**config.mk**
```make
export PLATFORM = sky130hd
export DESIGN_NAME = fetch_decode_stage
export DESIGN_NICKNAME = d
export VERILOG_FILES = /design/src/rtl/fetch_decode_stage.sv
export SDC_FILE = /design/constraint.sdc
export NUM_CORES = 1
export LEC_CHECK = 0
export BUFFER_PORTS_ARGS = -buffer_cell sky130_fd_sc_hd__buf_2
export CORE_MARGIN = 2
export CORE_UTILIZATION = 50
export CTS_CLUSTER_DIAMETER = 60
export DETAILED_ROUTE_END_ITERATION = 8
export PLACE_DENSITY = 0.73
export SLEW_MARGIN = 25
export SYNTH_ARGS = -nofsm -noshare
export SYNTH_HDL_FRONTEND = slang
export SYNTH_SLANG_ARGS = --single-unit
```
**constraint.sdc**
```tcl
create_clock -name clk -period 3.1 [get_ports clk]
set_input_delay 0.155 -clock clk [delete_from_list [all_inputs] [get_ports clk]]
set_output_delay 0.155 -clock clk [all_outputs]
set_load 0.05 [all_outputs]
```
**src/rtl/fetch_decode_stage.sv**
```systemverilog
// fetch_decode_stage
//   Front end of the 5-stage MIPS pipeline: PC register, instruction-memory
//   request/ack handshake and the IF/ID pipeline register.
//
//   state   | meaning
//   --------+---------------------------------------------------------------
//   FETCH   | request outstanding for PCF, waiting for imem_ack
//   HOLD    | word acked while decode was stalled; parked in the hold buffer
//   DISCARD | redirect hit a pending request; wait for its ack, drop the data
//
// Ports:
//   clk, rst_n                  clock, asynchronous active-low reset
//   StallF                      1 = PC may advance, 0 = hold PC
//   StallD                      1 = IF/ID advances, 0 = IF/ID holds
//   PCSrcD, PCBranchD           taken branch and its target (wins over jump)
//   JumpD, PCJumpD              jump and its target
//   imem_req, imem_addr         instruction-memory request, word aligned
//   imem_rdata, imem_ack        instruction data and request completion
//   InstrD, PCPlus4D, ValidD    IF/ID register contents
//   FetchBusyF                  no instruction ready for decode this cycle
//
// Build option FETCH_PERF_CNT_EN adds saturating counters perf_fetched,
// perf_bubbles and perf_flushes.
module fetch_decode_stage #(
  parameter logic [31:0] RESET_PC  = 32'h0000_0000,
  parameter logic [31:0] NOP_INSTR = 32'h0000_0000
) (
  input  logic        clk,
  input  logic        rst_n,
  input  logic        StallF,
  input  logic        StallD,
  input  logic        PCSrcD,
  input  logic [31:0] PCBranchD,
  input  logic        JumpD,
  input  logic [31:0] PCJumpD,
  output logic        imem_req,
  output logic [31:0] imem_addr,
  input  logic [31:0] imem_rdata,
  input  logic        imem_ack,
  output logic [31:0] InstrD,
  output logic [31:0] PCPlus4D,
  output logic        ValidD,
`ifdef FETCH_PERF_CNT_EN
  output logic [31:0] perf_fetched,
  output logic [31:0] perf_bubbles,
  output logic [31:0] perf_flushes,
`endif
  output logic        FetchBusyF
);

  typedef enum logic [1:0] {S_FETCH, S_HOLD, S_DISCARD} state_t;

  state_t      state_q, state_d;
  logic [31:0] pc_q, pc_d;
  logic [31:0] req_addr_q, req_addr_d;
  logic        req_en_q;
  logic [31:0] hold_instr_q, hold_instr_d;
  logic [31:0] hold_pc4_q, hold_pc4_d;
  logic        hold_valid_q, hold_valid_d;
  logic [31:0] instr_d, pc4_d;
  logic        valid_d;
  logic        redirect, ack_ok;
  logic [31:0] target, pc_plus4;

  assign redirect = StallD & (PCSrcD | JumpD);
  assign target   = (PCSrcD ? PCBranchD : PCJumpD) & 32'hFFFF_FFFC;
  assign pc_plus4 = pc_q + 32'd4;

  // req_en_q keeps the request low until the first clock after reset release
  assign imem_req  = req_en_q & (state_q != S_HOLD);
  assign imem_addr = (state_q == S_DISCARD) ? req_addr_q : pc_q;
  assign ack_ok    = imem_req & imem_ack;

  assign FetchBusyF = (state_q == S_HOLD) ? ~hold_valid_q
                                          : ~(ack_ok && state_q == S_FETCH);

  always_comb begin
    state_d      = state_q;
    pc_d         = pc_q;
    req_addr_d   = req_addr_q;
    hold_instr_d = hold_instr_q;
    hold_pc4_d   = hold_pc4_q;
    hold_valid_d = hold_valid_q;
    instr_d      = InstrD;
    pc4_d        = PCPlus4D;
    valid_d      = ValidD;
    // With decode advancing and nothing loaded, IF/ID takes a bubble/flush
    if (StallD) begin
      instr_d = NOP_INSTR;
      valid_d = 1'b0;
    end
    case (state_q)
      S_FETCH: begin
        if (ack_ok) begin
          if (redirect) begin
            pc_d = target;
          end else if (StallD) begin
            instr_d = imem_rdata;
            pc4_d   = pc_plus4;
            valid_d = 1'b1;
            if (StallF) pc_d = pc_plus4;
          end else begin
            hold_instr_d = imem_rdata;
            hold_pc4_d   = pc_plus4;
            hold_valid_d = 1'b1;
            if (StallF) pc_d = pc_plus4;
            state_d = S_HOLD;
          end
        end else if (redirect) begin
          // memory still owes us the old word; keep presenting its address
          pc_d       = target;
          req_addr_d = pc_q;
          state_d    = S_DISCARD;
        end
      end
      S_HOLD: begin
        if (redirect) begin
          hold_valid_d = 1'b0;
          pc_d         = target;
          state_d      = S_FETCH;
        end else if (StallD) begin
          instr_d      = hold_instr_q;
          pc4_d        = hold_pc4_q;
          valid_d      = hold_valid_q;
          hold_valid_d = 1'b0;
          state_d      = S_FETCH;
        end
      end
      S_DISCARD: begin
        if (redirect) pc_d = target;
        if (ack_ok) state_d = S_FETCH;
      end
      default: state_d = S_FETCH;
    endcase
  end

  always_ff @(posedge clk or negedge rst_n) begin
    if (!rst_n) begin
      state_q      <= S_FETCH;
      pc_q         <= RESET_PC;
      req_addr_q   <= RESET_PC;
      req_en_q     <= 1'b0;
      hold_instr_q <= NOP_INSTR;
      hold_pc4_q   <= 32'd0;
      hold_valid_q <= 1'b0;
      InstrD       <= NOP_INSTR;
      PCPlus4D     <= 32'd0;
      ValidD       <= 1'b0;
    end else begin
      state_q      <= state_d;
      pc_q         <= pc_d;
      req_addr_q   <= req_addr_d;
      req_en_q     <= 1'b1;
      hold_instr_q <= hold_instr_d;
      hold_pc4_q   <= hold_pc4_d;
      hold_valid_q <= hold_valid_d;
      InstrD       <= instr_d;
      PCPlus4D     <= pc4_d;
      ValidD       <= valid_d;
    end
  end

`ifdef FETCH_PERF_CNT_EN
  always_ff @(posedge clk or negedge rst_n) begin
    if (!rst_n) begin
      perf_fetched <= 32'd0;
      perf_bubbles <= 32'd0;
      perf_flushes <= 32'd0;
    end else begin
      if (StallD && valid_d && perf_fetched != 32'hFFFF_FFFF)
        perf_fetched <= perf_fetched + 32'd1;
      if (StallD && !valid_d && perf_bubbles != 32'hFFFF_FFFF)
        perf_bubbles <= perf_bubbles + 32'd1;
      if (redirect && perf_flushes != 32'hFFFF_FFFF)
        perf_flushes <= perf_flushes + 32'd1;
    end
  end
`endif

endmodule

```
* Word level (Yosys, flattened, before mapping) *
Index checks and enable logic that the tools add are counted.

storage, ports and cells
  register bits = 197
  input port bits = 103
  output and inout port bits = 99

operators by class
  add/subtract/negate cells = 1
  equal/unequal tests = 15
  mux-type cells = 42
  bitwise operators = 9
  reductions and logical operators = 11

operator list
  cell                     number
  $mux W32                 17
  $pmux W32 S2             3
  $add A32 B3 Y32 const B  1
  $mux W2                  7
  $ne A2 B2 Y1 const B     7
  $mux W1                  12
  $ne A3 B3 Y1 const B     4
  $reduce_and A5 Y1        2
  $pmux W2 S3              1
  $reduce_and A6 Y1        1
  $not A1 Y1               5
  $ne A4 B4 Y1 const B     1
  $pmux W1 S2              2
  $reduce_and A4 Y1        1
  $reduce_bool A2 Y1       2
  $and A1 B1 Y1            3
  $reduce_and A3 Y1        1
  $eq A2 B1 Y1 const B     1
  $eq A2 B2 Y1 const B     1
  $logic_not A2 Y1         1
  $ne A2 B1 Y1 const B     1
  $reduce_and A2 Y1        1
  $reduce_or A2 Y1         1
  $logic_and A1 B1 Y1      1
  $or A1 B1 Y1             1

* Depth between registers and ports, before layout *
  word-level depth = 6
  gate-level depth with buffers = 9
  gate-level depth less buffers = 7

* Least setup slack after synthesis *
Ideal clock, no wire load.

  kind = register to register
  from = reg state_q[0]
  to = reg ValidD
  data arrival time = 2.311 ns
  required time = 2.903 ns
  slack = 0.592 ns
  cell stages (with the launch flop) = 6
  clock period less this slack = 2.508 ns
  cell sequence = dfrtp_1 ha_1 clkbuf_1 clkbuf_1 a21boi_0 o22ai_1

on the way
  word-level cells in the longest chain between the ends = 5
  elaborated cells on any way between the ends = 7
  those cells by class = eq/ne (2); mux (2); bitwise (2); reduce/logical (1)

RTL lines
  element                 line  RTL
  from (decl)             53    state_t state_q, state_d;
  from (signal assigned)  150   state_q <= state_d;
  $ne A2 B1 Y1            70    assign imem_req = req_en_q & (state_q != S_HOLD);
  $and A1 B1 Y1           70
  $and A1 B1 Y1           72    assign ack_ok = imem_req & imem_ack;
  $mux W1                 94    if (ack_ok) begin
  $pmux W1 S2 *           92    case (state_q)
  net valid_d             61    logic valid_d;
  to (signal assigned)    159   ValidD <= valid_d;
  to (decl)               42    output logic ValidD,

The timed path passes the listed nets; every way through them passes the cells marked *.
A chain may end at the register's enable or synchronous reset.

* Final worst setup path *
  from = reg state_q[0]
  to = reg pc_q[26]

on the way
  word-level cells in the longest chain between the ends = 5
  elaborated cells on any way between the ends = 12
  those cells by class = eq/ne (4); mux (2); bitwise (2); reduce/logical (4)

RTL lines
  element                                                             line  RTL
  $ne A2 B1 Y1                                                        70
  $and A1 B1 Y1                                                       70
  $and A1 B1 Y1                                                       72
  $ne A4 B4 Y1 (no source line) or $mux W32 (tied branches)           n/a
  $reduce_and A2 Y1 (no source line) or $pmux W32 S2 (tied branches)  n/a
  to (signal assigned)                                                151   pc_q <= pc_d;
  to (decl)                                                           54    logic [31:0] pc_q, pc_d;

Parallel ways exist; a longest one is shown, timed or not.

==> results.toml <==
[synthesis]
synth_warnings = 0
syn-cell-area_um2 = 9800
ys_ff_latch = 197
synth_cells = 1052
syn_nets = 1160
synthArstFlopShare_pct = 100
synth_edf_count = 0
synth_flop_cell = "dfrtp_1"
seq_area_frac_synth_pct = 50.3
ys_types = 65
synth_top_area_share_pct = 50.3
synthTopCellsByArea = "dfrtp_1, nand2_1, mux2_2, o21ai_0, mux2i_1"
yosys.area.top_type = "dfrtp_1"
syn_avg_cell_area_um2 = 9.32

[die]
fp.coreArea_um2 = 19300
fp.dieH_um = 144
ios = 202
rows = 51
start_util_pct = 50.7
die_area_um2 = 20700
die_w_um = 144

[clocking]
insertion_delay_ns = 0.45
cts_setup_buffers = 0
htreeDepth = 4
cts-root-buf = "clkbuf_16"
path_clk_slew_ns = 0.08
cts_resized = 0
cts_tree = "done"
cts_made_buffers = 17
cts_buffer_depth = 2
clock_sinks = 197
ctsHoldBuffers = 33

[timing]
setup_viol = 0
finalCritPeriodShare_pct = 86.7
slew_viol_final = 0
finalSetupTns_ns = 0
rsz0062_at_grt = "no"
max_freq_ghz = 0.372
post-route-min-period_ns = 2.69
skew_ns = 0.0126
worst_slew_pin_slew_ns = 0.940
hold_viol = 0
holdWs_ns = 0.0125
relSlewSlack_pct = 37.4

[power_and_ir_drop]
power.internal_uw = 6280
switching_power_uw = 5670
power_uw = 12000
p_comb_share_pct = 45.7
vdd.ir_drop.worst_uv = 807
leakage_uw = 0.00561
seq_power_share_pct = 35.8
switching_share_pct = 47.4
power_density_nw_per_um2 = 995
power_frac_clock_pct = 18.6

[worst_setup_path]
cp_slowest_cell = "or3_1"
r2r_cells = 7
critPathMostFrequentCell = "or3_1"
critPathLaunch = "state_q[0]"
critPathKind = "reg -> reg"
r2r-end = "pc_q[26]"
cpLargestDelayFamily = "simple AND/OR/NAND/NOR gates"
worst-path-max-fanout = 18
start_kind = "register"
worstPathArrival_ns = 3.03
endpoint = "pc_q[26]"
r2r_start = "state_q[0]"
worst-path-stages = 7
required_ns = 3.44
r2r_setup_slack_ns = 0.41
worstPathCellList = "inv_1, ha_1, and4bb_2, nand2_1, or3_1, or3_1, o211a_1"
worstSetupEndpointType = "register"
cpPeakStageDelay_ns = 0.67
crit_buf_inv = 1

[global_routing]
track_usage_pct = 26.4
grt_antenna_before_repair = 1
grt-ovfl-total = 0
grt_max_degree = 89
grt_pass1_vias = 7970
grt_pass1_wl_mm = 42.5

[finish]
final_cell_mix = "nand2_1, dfrtp_1, buf_2"
nets = 1360
drive_gt1_share_pct = 26.3
syn_to_final_growth_pct = 22.6
final_cell_area_um2 = 12000
final_common_cell = "nand2_1"
fillers = 1646

[route]
ant_nets = 0
wl_per_cell_um = 17.3
drtIter0Drc = 663
vias = 8438
drt-total-wl_mm = 26.5
via_per_inst = 5.51
drc = 0
drtPass1Iterations = 5

[job]
maxCapViolCount = 0

[place]
portBuffers = 197
dp_hpwl_mm = 18.2
gp_congestion = 0.909
placed_cell_area_um2 = 11100

[status]
status = "finished, final reports clean"

[hold_path]
min_path_type = "in -> reg"
==> logic make-up (layout without fill, tap and decap cells) <==
| logic type | Yosys count | after routing | share of synthesized area (%) |
|---|---|---|---|
| fa+ha+maj | 5 | 5 | 0.638 |
| simple gates | 410 | 410 | 18.9 |
| other cells | 1 | 2 | 0.0383 |
| compound gates | 204 | 204 | 13.3 |
| mux | 89 | 89 | 9.85 |
| flops | 197 | 197 | 50.3 |
| xor+xnor | 24 | 24 | 2.14 |
| buf+inv | 122 | 335 | 4.79 |
==> registers in the layout, indices dropped and copies added, names as in the netlist <==
signal and flops:
InstrD 32, PCPlus4D 32, ValidD 1, hold_instr_q 32
hold_pc4_q 32, hold_valid_q 1, pc_q 32, req_addr_q 32
req_en_q 1, state_q 2
==> synthesized netlist by cell type (3+ instances only) <==
master / count
nand2_1: 252
dfrtp_1: 197
o21ai_0: 83
clkbuf_1: 62
mux2_2: 60
inv_1: 45
nor2_1: 39
mux2i_1: 29
a21oi_1: 28
nor3_1: 28
o221ai_1: 25
nand3_1: 19
xnor2_1: 16
a22oi_1: 13
nand4_1: 13
o22ai_1: 13
and3_1: 12
buf_2: 8
nor4_1: 8
xor2_1: 8
a211oi_1: 7
a221oi_1: 6
and2_1: 5
buf_1: 5
ha_1: 5
nor2b_1: 5
or3_1: 4
a21boi_0: 3
a21o_1: 3
and4_1: 3
nand2b_1: 3
or2_2: 3
==> per-layer routing <==
metal | vias to the layer above | part of all wire (%) | global-route usage (%)
li1 | 4044 | - | -
met1 | 4042 | 44 | 37.0
met2 | 299 | 47 | 41.2
met3 | 53 | 5.4 | 4.17
met4 | 0 | 3.3 | 11.1
met5 | - | 0 | 0
==> metrics by stage <==
stage / util (%) / instances / worst slack [ns]
after detailed placement: 57.3 / 1465 / 0.425
final: 62.2 / 1531 / 0.411
after global placement: 57.3 / 1465 / 0.477
after floorplan: - / 1052 / 0.592
after CTS: 62.1 / 1530 / 0.415
after global routing: 62.1 / 1530 / 0.252
==> cell type report <==
cell class / count / area, µm² / share of cell area, %
multi-input cells: 733 / 4410 / 36.7
clock buffers: 17 / 425 / 3.54
well taps: 265 / 332 / 2.76
inverters: 46 / 173 / 1.44
repair buffers: 257 / 1570 / 13.0
clock inverters: 15 / 178 / 1.48
diodes: 1 / 2.50 / 0.0208
flip-flops and latches: 197 / 4930 / 41.0
==> power groups by stage <==
| stage | combinational [µW] | clock [µW] | sequential, µW |
|---|---|---|---|
| 2_1_floorplan | 3410 | 0 | 4820 |
| 3_3_place_gp | 5340 | 0 | 4250 |
| 3_5_place_dp | 5420 | 0 | 4300 |
| 4_1_cts | 5480 | 2270 | 4260 |
| 5_1_grt | 5860 | 2390 | 4400 |
| 6_report | 5460 | 2220 | 4270 |
==> worst reg2reg max path, stage by stage, from the launching register on <==
cell and delay [ns]:
dfrtp_1 0.42, inv_1 0.09, ha_1 0.30, and4bb_2 0.41, nand2_1 0.14, or3_1 0.67, or3_1 0.43, o211a_1 0.13
==> worst min path at each step <==
stage / from / end / slack [ns] / depth (start not counted)
detailed placement: rst_n / hold_pc4_q[30] / 0.27 / 1
global route: PCJumpD[11] / pc_q[11] / 0.02 / 3
finish: PCJumpD[11] / pc_q[11] / 0.01 / 3
CTS: PCJumpD[11] / pc_q[11] / 0.005 / 3
floorplan: rst_n / InstrD[0] / -0.14 / 0
global placement: rst_n / hold_pc4_q[30] / 0.27 / 1
Note: power is estimated with default switching activity, not from simulation.
